## config.mk

```make
export PLATFORM = sky130hd
export DESIGN_NAME = calc1_port_driver
export DESIGN_NICKNAME = d
export VERILOG_FILES = /design/src/rtl/calc1_port_driver.sv
export SDC_FILE = /design/constraint.sdc
export NUM_CORES = 1
export LEC_CHECK = 0
export ABC_AREA = 1
export CORE_MARGIN = 3
export CORE_UTILIZATION = 40
export CTS_CLUSTER_DIAMETER = 150
export DETAILED_ROUTE_END_ITERATION = 7
export SLEW_MARGIN = 10
export SYNTH_ARGS = -nofsm -noshare
export SYNTH_HDL_FRONTEND = slang
export SYNTH_SLANG_ARGS = --single-unit
```

## constraint.sdc

```tcl
create_clock -name c_clk -period 5.7 [get_ports c_clk]
set_input_delay 1.14 -clock c_clk [delete_from_list [all_inputs] [get_ports c_clk]]
set_output_delay 1.14 -clock c_clk [all_outputs]
set_load 0.02 [all_outputs]
```

## src/rtl/calc1_port_driver.sv

```systemverilog
// rtl/calc1_port_driver.sv - calc1 command-port driver: transaction FIFO, two-beat request, response capture.
module calc1_port_driver #(
  parameter int DEPTH   = 4,
  parameter int TIMEOUT = 64
) (
  input  logic        c_clk,
  input  logic        reset,
  input  logic        txn_valid,
  output logic        txn_ready,
  input  logic [0:3]  txn_cmd,
  input  logic [0:31] txn_op1,
  input  logic [0:31] txn_op2,
  output logic [0:3]  req_cmd_out,
  output logic [0:31] req_data_out,
  input  logic [0:1]  out_resp,
  input  logic [0:31] out_data,
  output logic        rsp_valid,
  output logic [0:3]  rsp_cmd,
  output logic [0:1]  rsp_resp,
  output logic [0:31] rsp_data,
  output logic        rsp_timeout,
  output logic        stray_resp,
  output logic        busy
);
  localparam int AW = (DEPTH > 1) ? $clog2(DEPTH) : 1;
  localparam int CW = $clog2(TIMEOUT);

  typedef enum logic [2:0] {IDLE, CMD, DATA, WAIT, REPORT} state_t;

  state_t        state_q;
  logic [0:3]    mem_cmd [DEPTH];
  logic [0:31]   mem_op1 [DEPTH];
  logic [0:31]   mem_op2 [DEPTH];
  logic [AW-1:0] wr_ptr_q, rd_ptr_q;
  logic [AW:0]   count_q, count_d;
  logic [0:3]    hold_cmd_q;
  logic [0:31]   hold_op2_q;
  logic [CW-1:0] tmo_cnt_q;
  logic          push, pop;

  assign txn_ready = (count_q != (AW+1)'(DEPTH));
  // Zero-command transfers still handshake but never enter the FIFO.
  assign push      = txn_valid && txn_ready && (txn_cmd != 4'd0);
  assign pop       = (state_q == IDLE) && (count_q != '0);
  assign busy      = (state_q != IDLE) || (count_q != '0);
  assign count_d   = count_q + (AW+1)'(push) - (AW+1)'(pop);

  always_ff @(posedge c_clk) begin
    if (push) begin
      mem_cmd[wr_ptr_q] <= txn_cmd;
      mem_op1[wr_ptr_q] <= txn_op1;
      mem_op2[wr_ptr_q] <= txn_op2;
    end
  end

  always_ff @(posedge c_clk or negedge reset) begin
    if (!reset) begin
      wr_ptr_q <= '0;
      rd_ptr_q <= '0;
      count_q  <= '0;
    end else begin
      if (push) wr_ptr_q <= wr_ptr_q + AW'(1);
      if (pop)  rd_ptr_q <= rd_ptr_q + AW'(1);
      count_q <= count_d;
    end
  end

  always_ff @(posedge c_clk or negedge reset) begin
    if (!reset) begin
      state_q      <= IDLE;
      hold_cmd_q   <= '0;
      hold_op2_q   <= '0;
      tmo_cnt_q    <= '0;
      req_cmd_out  <= '0;
      req_data_out <= '0;
      rsp_valid    <= 1'b0;
      rsp_cmd      <= '0;
      rsp_resp     <= '0;
      rsp_data     <= '0;
      rsp_timeout  <= 1'b0;
      stray_resp   <= 1'b0;
    end else begin
      stray_resp <= (state_q != WAIT) && (out_resp != 2'd0);
      rsp_valid  <= 1'b0;
      case (state_q)
        IDLE: begin
          if (pop) begin
            hold_cmd_q   <= mem_cmd[rd_ptr_q];
            hold_op2_q   <= mem_op2[rd_ptr_q];
            req_cmd_out  <= mem_cmd[rd_ptr_q];
            req_data_out <= mem_op1[rd_ptr_q];
            state_q      <= CMD;
          end
        end
        CMD: begin
          req_cmd_out  <= '0;
          req_data_out <= hold_op2_q;
          state_q      <= DATA;
        end
        DATA: begin
          req_data_out <= '0;
          tmo_cnt_q    <= '0;
          state_q      <= WAIT;
        end
        WAIT: begin
          if (out_resp != 2'd0) begin
            rsp_valid   <= 1'b1;
            rsp_cmd     <= hold_cmd_q;
            rsp_resp    <= out_resp;
            rsp_data    <= out_data;
            rsp_timeout <= 1'b0;
            state_q     <= REPORT;
          end else if (tmo_cnt_q == CW'(TIMEOUT - 1)) begin
            rsp_valid   <= 1'b1;
            rsp_cmd     <= hold_cmd_q;
            rsp_resp    <= '0;
            rsp_data    <= '0;
            rsp_timeout <= 1'b1;
            state_q     <= REPORT;
          end else begin
            tmo_cnt_q <= tmo_cnt_q + CW'(1);
          end
        end
        REPORT:  state_q <= IDLE;
        default: state_q <= IDLE;
      endcase
    end
  end
endmodule

```

Word level (Yosys, flattened, before mapping)
Memories as Yosys holds them, arrays and structs flattened. A register that Yosys moved wholly into a read port is not among the register bits.
Index checks and enable logic that the tools add are counted.
{"block": "totals", "mem_bits_ro": 0, "ramBits": 272, "latchBits": 0, "output_inout_bits": 79, "ff_bits": 97, "in_bits": 105, "word_cells": 77, "n_memories": 3}
{"block": "classes", "n_shift": 0, "div": 0, "mul": 0, "bitwise_logic": 0, "n_eq_ne": 10, "mux": 24, "n_reduce_logical": 21, "magnitude_cmp": 0, "add_sub_neg": 5}
{"name": "mem_op1", "depth": 4, "width": 32, "read_ports": 1, "rd_ports_with_merged_regs": 0, "wr": 1, "line_no": "32", "source": "logic [0:31] mem_op1 [DEPTH];"}
{"name": "mem_op2", "depth": 4, "width": 32, "read_ports": 1, "rd_ports_with_merged_regs": 1, "wr": 1, "line_no": "33", "source": "logic [0:31] mem_op2 [DEPTH];"}
{"name": "mem_cmd", "depth": 4, "width": 4, "read_ports": 1, "rd_ports_with_merged_regs": 0, "wr": 1, "line_no": "31", "source": "logic [0:3] mem_cmd [DEPTH];"}
{"operator": "$mux 32", "count": 3}
{"operator": "$pmux 32 s3", "count": 1}
{"operator": "$mux 4", "count": 3}
{"operator": "$mux 6", "count": 2}
{"operator": "$pmux 3 s4", "count": 1}
{"operator": "$pmux 6 s2", "count": 1}
{"operator": "$reduce_and 2->1", "count": 5}
{"operator": "$mux 3", "count": 3}
{"operator": "$reduce_bool 3->1", "count": 3}
{"operator": "$pmux 4 s2", "count": 1}
{"operator": "$reduce_bool 2->1", "count": 4}
{"operator": "$mux 1", "count": 7}
{"operator": "$add 6x1->6 const B", "count": 1}
{"operator": "$eq 3x2->1 const B", "count": 2}
{"operator": "$eq 6x6->1 const B", "count": 1}
{"operator": "$ne 2x2->1 const B", "count": 3}
{"operator": "$ne 3x3->1 const B", "count": 2}
{"operator": "$add 2x1->2 const B", "count": 2}
{"operator": "$logic_and 1x1->1", "count": 4}
{"operator": "$mux 2", "count": 2}
{"operator": "$reduce_bool 4->1", "count": 1}
{"operator": "$add 3x1->3", "count": 1}
{"operator": "$eq 3x1->1 const B", "count": 1}
{"operator": "$logic_not 3->1", "count": 1}
{"operator": "other kinds (5)", "count": 5}

Longest topological paths before layout
{"block": "logic_depth", "word_depth": 5, "depth_mapped": 11, "ltp_nobuf": 10}

Least setup slack after synthesis
Ideal clock, no wire load.
{"block": "synth_timing", "path_type": "input to register", "start": "input txn_cmd[0] (netlist bit)", "end": "memory mem_cmd[0][0] (netlist bit), enable pin", "setup_slack_ps": 882, "n_path_buf": 0, "t_required_ps": 5205, "path_stages": 4, "setup_ps": 495, "arrival_time_ps": 4323, "cell_sequence": "nor2_1 nand2_1 nand3_1 nor2_1"}
{"block": "synth_between", "elab_chain_cells": 4}
{"item": "start, declared", "line_no": "10", "source": "input logic [0:3] txn_cmd,"}
{"item": "$reduce_bool 4->1", "line_no": "43", "source": "assign push = txn_valid && txn_ready && (txn_cmd != 4'd0);"}
{"item": "$logic_and 1x1->1", "line_no": "43"}
{"item": "$mux 1", "line_no": "49", "source": "if (push) begin"}
{"item": "$mux 1 (implied by the code)", "line_no": "50", "source": "mem_cmd[wr_ptr_q] <= txn_cmd;"}
{"item": "end, declared", "line_no": "31"}
No other way between the ends.

Worst setup path after layout
{"block": "layout_timing", "start": "input txn_cmd[0] (netlist bit)", "end": "memory mem_op1[2][25] (netlist bit), enable pin"}
{"block": "layout_between", "elab_chain_cells": 4}
{"item": "$reduce_bool 4->1", "line_no": "43"}
{"item": "$logic_and 1x1->1", "line_no": "43"}
{"item": "$mux 1", "line_no": "49"}
{"item": "$mux 1 (implied by the code)", "line_no": "51", "source": "mem_op1[wr_ptr_q] <= txn_op1;"}
{"item": "end, declared", "line_no": "32"}
No other way between the ends.

==> flow_summary.yaml <==
run_status:
  status: "completed"
cells_and_area:
  nets: 1828
  utilization_pct: 49.6
  fillers: 3602
  final_area_um2: 19800
  area_delta_synth_final_pct: 22.0
  instances_no_fill: 2274
  antenna_cells: 0
  layout-drive-gt1-share_pct: 5.32
routing:
  viasPerCell: 4.79
  first_pass_iters: 5
  vias: 10900
  avgRoutedWirePerCell_um: 16.7
  totalWireLength_um: 38000
  detail-route-antenna-nets: 0
  drt-initial-drc-count: 820
  drc: 0
min_path:
  timing.hold.worst.class: "reg2reg"
placed_design:
  dp.cells: 2195
  gp_congestion: 0.788
  place_area_um2: 18500
  dpl.hpwl_um: 23700
  io_buffer_count: 183
synthesis:
  synth_fp_nets: 1656
  ys_ff_latch: 401
  synth_warnings: 0
  synth_top_area_share_pct: 50.4
  syn-cell-area_um2: 16200
  avgSynthCellArea_um2: 10.5
  synth_area_leader_cell: "edfxtp_1"
  synth-main-ff-cell: "edfxtp_1"
  synth_common_cells: "nand2_1 (603), edfxtp_1 (272), inv_1 (150)"
  yosysUniqueCellTypes: 25
  async_flop_share_pct: 32.2
  ys_seq_area_share_pct: 70.3
  netlist_instances: 1543
  synthTopCellsByArea: "edfxtp_1 (50%), dfrtp_1 (20%), nand2_1 (14%)"
  synth_edf_count: 272
  post-synth-top-count-cell: "nand2_1"
global_route:
  grt_use_met2_pct: 28.8
  grt_pass1_wl_um: 60300
  met3_usage_pct: 2.15
  use_met1_pct: 24.8
  grt_busiest_layer: "met2"
  overflow: 0
  antenna_found_initial: 0
  grtUsageTotal_pct: 17.5
  grt_max_degree: 90
  grt_pass1_vias: 10600
setup_path:
  path_delay_family: "simple AND/OR/NAND/NOR gates"
  slowest_stage: "nor2_4"
  crit_path_end_kind: "register"
  path_cells: "clkdlybuf4s50_1, nor2_1, nand2_1, nand3_1, nor2_4, buf_4"
  critPathBufInv: 2
  cpPeakStageDelay_ns: 0.80
  criticalPathCategory: "in2reg"
  path_max_fanout: 25
  arrival_ns: 3.60
  worstPathRequired_ns: 5.88
  cp-start-kind: "input port"
timing:
  drv_slew: 0
  tightest_slew_ns: 1.05
  rsz0062_at_grt: "no"
  setup_viol_count_final: 0
  min_period_over_period_pct: 59.9
  slew-limit-headroom_pct: 29.8
  tns_ns: 0
  fmax_ghz: 0.293
  finClkSkew_ns: 0.0175
  hold_violations: 0
  min_period_ns: 3.41
pwr:
  p_per_area_nw_per_um2: 554
  vdd_drop_max_uv: 314
  total_leakage_power_uw: 0.00853
  total_power_uw: 11000
floorplanning:
  fp.dieArea_um2: 43000
  core_um2: 39900
  initial_core_util_pct: 40.6
  row_count: 73
  die_h_um: 207
  die_x_um: 207
  pin_count: 184
clock_tree:
  cts-htree-levels: 2
  cts.hold.buffers_added: 0
  numCtsBuffers: 43
  cts_tree: "built"
  clkLatencyLatePin_ns: 0.54
  clockRootBuffer: "clkbuf_16"
  ctsResizeCount: 0
  cts_buffer_depth: 3
  post_cts_buffers: 0
  path_clk_slew_ns: 0.06
  cts_sinks: 401
run:
  cap_violations: 0
cell families (layout without fill, tap and decap cells):
family          after synthesis  count (layout)  share of synthesized area [%]
xor+xnor                      7               7                          0.378
fa+ha+maj                     8               8                          0.664
flops                       401             401                           70.3
simple gates                778             778                           18.7
compound gates              121             121                           4.03
buf+inv                     228             434                           5.91
power by group:
part	total, uW	internal (uW)	switching, uW
clock	2570	1490	1080
combinational	3970	1340	2620
sequential	4430	3970	459
total	11000	6800	4160
worst reg2reg max path: cells and delay by family, from the launching register on:
family	cells	cell delay (ns)
flip-flops	1	0.72
AND/OR/NAND/NOR	7	0.59
buffers and inverters	2	1.35
state kept, by name, summed over array words and instances, names as in the netlist:
| signal | cells |
|---|---|
| state_q | 3 |
| wr_ptr_q | 2 |
| rsp_cmd | 4 |
| rd_ptr_q | 2 |
| req_data_out | 32 |
| hold_op2_q | 32 |
| count_q | 3 |
| tmo_cnt_q | 6 |
| req_cmd_out | 4 |
| mem_cmd | 16 |
| rsp_resp | 2 |
| rsp_timeout | 1 |
| mem_op1 | 128 |
| hold_cmd_q | 4 |
| rsp_valid | 1 |
| mem_op2 | 128 |
| stray_resp | 1 |
| rsp_data | 32 |
layer usage:
metal	up-vias	part of all wire, %
li1	5323	-
met1	5250	46
met2	266	48
met3	46	4.5
met4	0	1.9
met5	-	0
final timing paths:
check                                   startpoint                      endpoint  slack, ns  cells after the start
max                                     txn_cmd[0]      mem_op1[2][25]$_DFFE_PP_       2.29                      6
min                        rsp_data[0]$_DFFE_PN0P_       rsp_data[0]$_DFFE_PN0P_       0.47                      2
max reg2reg                rd_ptr_q[0]$_DFFE_PN0P_  req_data_out[21]$_DFFE_PN0P_       2.93                      9
min reg2reg                rsp_data[0]$_DFFE_PN0P_       rsp_data[0]$_DFFE_PN0P_       0.47                      2
max in group asynchronous                    reset  req_data_out[15]$_DFFE_PN0P_       3.92                      2
min in group asynchronous                    reset       rsp_resp[0]$_DFFE_PN0P_       0.66                      1
through the flow:
stage          hold slack (ns)  setup WS (ns)
3_5_place_dp             0.457           1.67
2_1_floorplan            0.449          0.882
6_report                 0.471           2.29
3_3_place_gp             0.455           1.71
4_1_cts                  0.472           2.24
5_1_grt                  0.486           2.11
cells in the final DEF, fill, tap and decap left out, types with 2 or more instances in the layout:
cell type,count
clkinv_2,5
o22ai_1,32
edfxtp_1,272
bufinv_16,2
inv_1,150
xor2_1,5
nand2_1,603
o21ai_0,70
o21ai_2,2
inv_2,6
dfrtp_1,127
clkdlybuf4s50_1,182
o21ai_1,15
ha_1,7
clkbuf_16,43
clkinvlp_4,2
xnor2_1,2
nand3_1,70
nand2_2,2
clkbuf_1,16
a21oi_1,2
inv_6,3
dfrtp_4,2
nor2_1,94
nor2_4,6
nor2_2,2
clkinv_1,7
buf_4,15
cell type report:
class	instances	area (um2)	area share, %
sequential	401	11400	57.6
multi-input combinational	914	3890	19.7
timing repair buffer	198	1950	9.83
clock buffer	59	1140	5.74
tap	525	657	3.32
inverter	157	592	2.99
clock inverter	20	161	0.816
Power figures use the tool's default switching activity.
